### config.mk
export PLATFORM = sky130hd
export DESIGN_NAME = risc_datapath
export DESIGN_NICKNAME = d
export VERILOG_FILES = /design/src/rtl/risc_datapath.sv
export SDC_FILE = /design/constraint.sdc
export NUM_CORES = 2
export LEC_CHECK = 0
export BUFFER_PORTS_ARGS = -buffer_cell sky130_fd_sc_hd__clkbuf_2
export CORE_MARGIN = 3
export CORE_UTILIZATION = 30
export DETAILED_ROUTE_END_ITERATION = 7
export GPL_ROUTABILITY_DRIVEN = 0
export PLACE_DENSITY = 0.52
export SETUP_SLACK_MARGIN = 0.4
export SYNTH_ARGS = -nofsm -noshare
export SYNTH_HDL_FRONTEND = slang
export SYNTH_SLANG_ARGS = --single-unit
### constraint.sdc
create_clock -name clk -period 68.9 [get_ports clk]
set_input_delay 20.67 -clock clk [delete_from_list [all_inputs] [get_ports clk]]
set_output_delay 20.67 -clock clk [all_outputs]
set_load 0.01 [all_outputs]
### src/rtl/risc_datapath.sv
// risc_datapath: execution side of the RISC controller. It holds the register file, ALU,
// data RAM and Z flag, and commits one instruction per fetch/execute pair.
module risc_datapath #(
    parameter int unsigned DATA_W = 16,
    parameter int unsigned RAM_AW = 6
) (
    input  logic              clk,
    input  logic              reset,
    input  logic [3:0]        Rd,
    input  logic [3:0]        Rs,
    input  logic [3:0]        Rt,
    input  logic [3:0]        OP,
    input  logic              writeregister,
    input  logic              writeram,
    input  logic              readram,
    input  logic [1:0]        MUX2sel,
    input  logic [7:0]        offset,
    output logic [DATA_W-1:0] RegA,
    output logic              Z,
    input  logic [3:0]        dbg_sel,
    output logic [DATA_W-1:0] dbg_data
);

    localparam int unsigned RamDepth = 1 << RAM_AW;

    logic [DATA_W-1:0] regs_q [16];
    logic [DATA_W-1:0] regs_d [16];
    logic [DATA_W-1:0] ram_q  [RamDepth];
    logic [DATA_W-1:0] ram_d  [RamDepth];
    logic              z_q, z_d;
    logic              phase_q, phase_d;
    logic              primed_q, primed_d;

    logic              commit;
    logic [DATA_W-1:0] rs_val, rt_val;
    logic [DATA_W-1:0] alu_res, ram_rd, off_ext, wb;
    logic [RAM_AW-1:0] addr;

    // Selection between RAM and ALU is made by MUX2sel alone; readram carries no function here.
    logic unused_readram;
    assign unused_readram = readram;

    // R0 is never written, so it always reads back its reset value of zero.
    assign rs_val   = regs_q[Rs];
    assign rt_val   = regs_q[Rt];
    assign RegA     = rs_val;
    assign dbg_data = regs_q[dbg_sel];
    assign Z        = z_q;

    assign addr    = rs_val[RAM_AW-1:0];
    assign ram_rd  = ram_q[addr];
    assign off_ext = DATA_W'(offset);

    // Commit only on the execute edge of the controller cadence, once fetch has been seen.
    assign commit = ~phase_q & primed_q;

    // ALU: opcodes 8-15 are unused and yield zero.
    always_comb begin
        alu_res = '0;
        case (OP)
            4'd0:    alu_res = rs_val + rt_val;
            4'd1:    alu_res = rs_val - rt_val;
            4'd2:    alu_res = rs_val & rt_val;
            4'd3:    alu_res = rs_val | rt_val;
            4'd4:    alu_res = rs_val ^ rt_val;
            4'd5:    alu_res = ~rs_val;
            4'd6:    alu_res = rs_val << 1;
            4'd7:    alu_res = rs_val >> 1;
            default: alu_res = '0;
        endcase
    end

    // Writeback source select.
    always_comb begin
        wb = off_ext;
        case (MUX2sel)
            2'd0:    wb = alu_res;
            2'd1:    wb = ram_rd;
            default: wb = off_ext;
        endcase
    end

    // Next-state: phase tracking plus register/RAM/Z updates gated by the commit edge.
    always_comb begin
        phase_d  = ~phase_q;
        primed_d = primed_q | phase_q;
        regs_d   = regs_q;
        ram_d    = ram_q;
        z_d      = z_q;
        if (commit) begin
            if (writeregister && (Rd != 4'd0)) begin
                regs_d[Rd] = wb;
                z_d        = (wb == '0);
            end
            // Store data comes from pre-commit register values.
            if (writeram) begin
                ram_d[addr] = rt_val;
            end
        end
    end

    // State registers; reset clears everything including RAM contents.
    always_ff @(posedge clk or posedge reset) begin
        if (reset) begin
            phase_q  <= 1'b0;
            primed_q <= 1'b0;
            z_q      <= 1'b0;
            regs_q   <= '{default: '0};
            ram_q    <= '{default: '0};
        end else begin
            phase_q  <= phase_d;
            primed_q <= primed_d;
            z_q      <= z_d;
            regs_q   <= regs_d;
            ram_q    <= ram_d;
        end
    end

endmodule

==> impl_results.md <==
- Status: finished clean
- Final Hold Fails: 0
- Synth Warn #: 0
- Die area: 215,500 µm²
- CP Class: in2out
- Critical path peak fanout: 52
- Cell Area, Synth: 62,980 µm²
- Design Area, Final: roughly 70,000 µm²
- Most frequent cells in the layout: 1,803 x nand2_1, 1,283 x dfrtp_1, 1,145 x o21ai_0, 250 x nand3_1, 221 x mux2_2
- Relative slew slack: 15.05%
- Critical path data arrival time: 23.39 ns
- Vias in the first global route: a little under 50,000
- Async SR Flop Fraction: 100.0%
- Peak supply drop: 21.57 µV
- EDFF count, synth: 0
- DP HPWL: 144,900 µm
- CTS resizes: 0
- Core Rows: 167
- Mapped Nets: about 6,600
- Initial Util: 30.29%
- Setup Skew: 0.03145 ns
- Initial antenna violation count: 11
- Hold Slack: 0.4184 ns
- CTS tree: yes
- Clock transition at path regs: 0.06 ns
- Element type at the critical path start: primary input
- Post-Route WL: 234,500 µm
- Nets: 6,435
- Critical Path RT: 48.23 ns
- Mapped Cells: between 6,000 and 7,000
- Share of cells above drive strength 1: between 15 and 20%
- Post-synth top area cell: dfrtp_1
- Core area: 207,900 µm²
- Area Growth Syn to Fin: 12.28%
- Max-slew violation count: 0
- Crit end category: output pin
- Largest net degree at the start of global routing: 161
- Post-synth top area share: 50.97%
- # clock sinks: 1,283
- Max Cap Viol: 0
- Hold_buf cts: 0
- Via count: around 51,000
- Post-synth cell types: 85
- Setup violators final: 0
- Sequential area share after synthesis: 50.97%
- Post-DR wirelength/cell: 25.35 µm
- Skew-Pair Late Insertion Delay: 0.81 ns
- Routed Antenna Nets: 0
- Post-CTS Setup Bufs: 0
- Static leakage: 0.03016 µW
- Placed standard-cell area: approximately 66,000 µm²
- Period utilization: 63.95%
- First-pass GRT wire length: 346,300 µm
- Port buffer count: 66
- Global route overflow: 0
- Synth Flop Type: dfrtp_1
- Die W: 464.2 µm
- Fin util: 34.02%
- Die height: 464.2 µm
- TritonCTS Buffers: 142
- Synth top area cells: dfrtp_1 51%, nand2_1 11%, o21ai_0 9.2%
- Worst hold-check path type: reg2reg
- Yosys reg bits: 1,283
- Root Driver: clkbuf_16
- Commonest non-fill, non-tap cell in the layout: nand2_1
- Fin cells: 9,250
- Period minus WS final: 44.06 ns
- DRC Markers: 0
- Max clock buf depth: 3
- Setup TNS: 0 ns
- Slew @ Worst Pin: roughly 1.3 ns
- H-tree lvl count: 4
- Routed vias/inst: around 5.5
- RSZ-0062 raised after global routing: no
- P per Cell Area: approximately 31 nW/µm²
- Drt first pass iters: 6
- I/O pins: between 60 and 70
- GR Util All Layers: 21.51%
- Placed Cells incl. Taps: 8,994
- Peak Freq: 22.69 MHz
- Avg Inst Size Synth: 9.620 µm²
- Initial DRC Count: 5,156
==> final timing paths <==
| kind | start | end | slack [ns] | cells past startpoint |
|---|---|---|---|---|
| setup / recovery | Rs[1] | RegA[4] | 24.84 | 8 |
| max in group asynchronous | reset | ram_q[920]$_DFFE_PP0P_ | 45.01 | 6 |
| min in group asynchronous | reset | regs_q[194]$_DFFE_PP0P_ | 20.03 | 2 |
| hold reg to reg | regs_q[245]$_DFFE_PP0P_ | regs_q[245]$_DFFE_PP0P_ | 0.42 | 0 |
| setup reg to reg | regs_q[176]$_DFFE_PP0P_ | Z$_DFFE_PP0P_ | 61.11 | 15 |
| hold / removal | regs_q[245]$_DFFE_PP0P_ | regs_q[245]$_DFFE_PP0P_ | 0.42 | 0 |
==> Yosys cell counts, types with 5 or more instances <==
cell and number:
dfrtp_1 1283, mux4_2 215, a32oi_1 11, o22ai_1 61, mux2i_1 75, buf_2 99
o211ai_1 28, ha_1 48, inv_2 5, a31oi_1 68, mux2_2 221, a211oi_1 18
buf_1 38, or3_1 6, a21oi_1 159, a22oi_1 34, nor2b_1 10, a2bb2oi_1 7
o31ai_1 10, o41ai_1 5, nor3_1 40, o32ai_1 6, buf_6 20, and2_1 7
a311oi_1 19, nor2_1 129, or4_1 6, nand4_1 13, and3_1 21, inv_1 33
a21o_1 6, xnor2_1 25, nand2b_1 9, a221oi_1 16, o2111ai_1 7, o21ai_0 1161
nor4_1 9, clkbuf_1 413, o221ai_1 38, buf_4 30, nand2_1 1804, nand3_1 252
o22a_1 7
==> kinds of logic after synthesis <==
group                      share of synthesized area, %
DFF                                               50.97
xor gates and xnor gates                         0.3755
AOI/OAI and AO/OA                                 15.14
adders and majority gates                        0.9853
muxes                                             12.97
buffers and inverters                             4.513
and+or+nand+nor                                   15.04
==> where the power goes <==
part / total (µW) / internal, µW / switching (µW)
sequential: 866 / 820 / 45.8
combinational: 558 / 168 / 391
clock: 775 / 445 / 330
==> metrics by stage <==
step | power (µW) | worst slack (ns)
finish | 2200 | 24.84
global route | 2286 | 24.75
CTS | 2204 | 24.82
detailed placement | 1428 | 24.83
global placement | 1419 | 24.84
floorplan | 1199 | 12.07
==> final cells by class <==
cell class | count | area [µm²]
clock inverters | 45 | 467.9
multi-input cells | 4622 | 28360
fillers | 21070 | 137200
inverters | 39 | 173.9
clock buffers | 208 | 4219
well taps | 2788 | 3488
repair buffers | 263 | 1899
flip-flops and latches | 1283 | 32110
diodes | 2 | 5.005
==> flip-flops by register name (all words and copies together) (netlist names) <==
register and cells:
primed_q 1, ram_q 1024, phase_q 1, Z 1
regs_q 256
==> critical path: stages <==
cell and delay (ns):
buf_2 0.27, buf_4 0.70, mux4_2 0.42, a22oi_1 0.20, and3_1 0.27, buf_4 0.29
inv_2 0.27, clkbuf_2 0.26
==> layer usage <==
metal | track usage [%] | up-vias | share of wire (%)
li1 | - | 22460 | -
met1 | 29.88 | 25690 | 44
met2 | 32.80 | 1962 | 44
met3 | 4.503 | 426 | 8.0
met4 | 8.300 | 8 | 4.1
met5 | 0 | - | 0.023
Power figures use the tool's default switching activity.
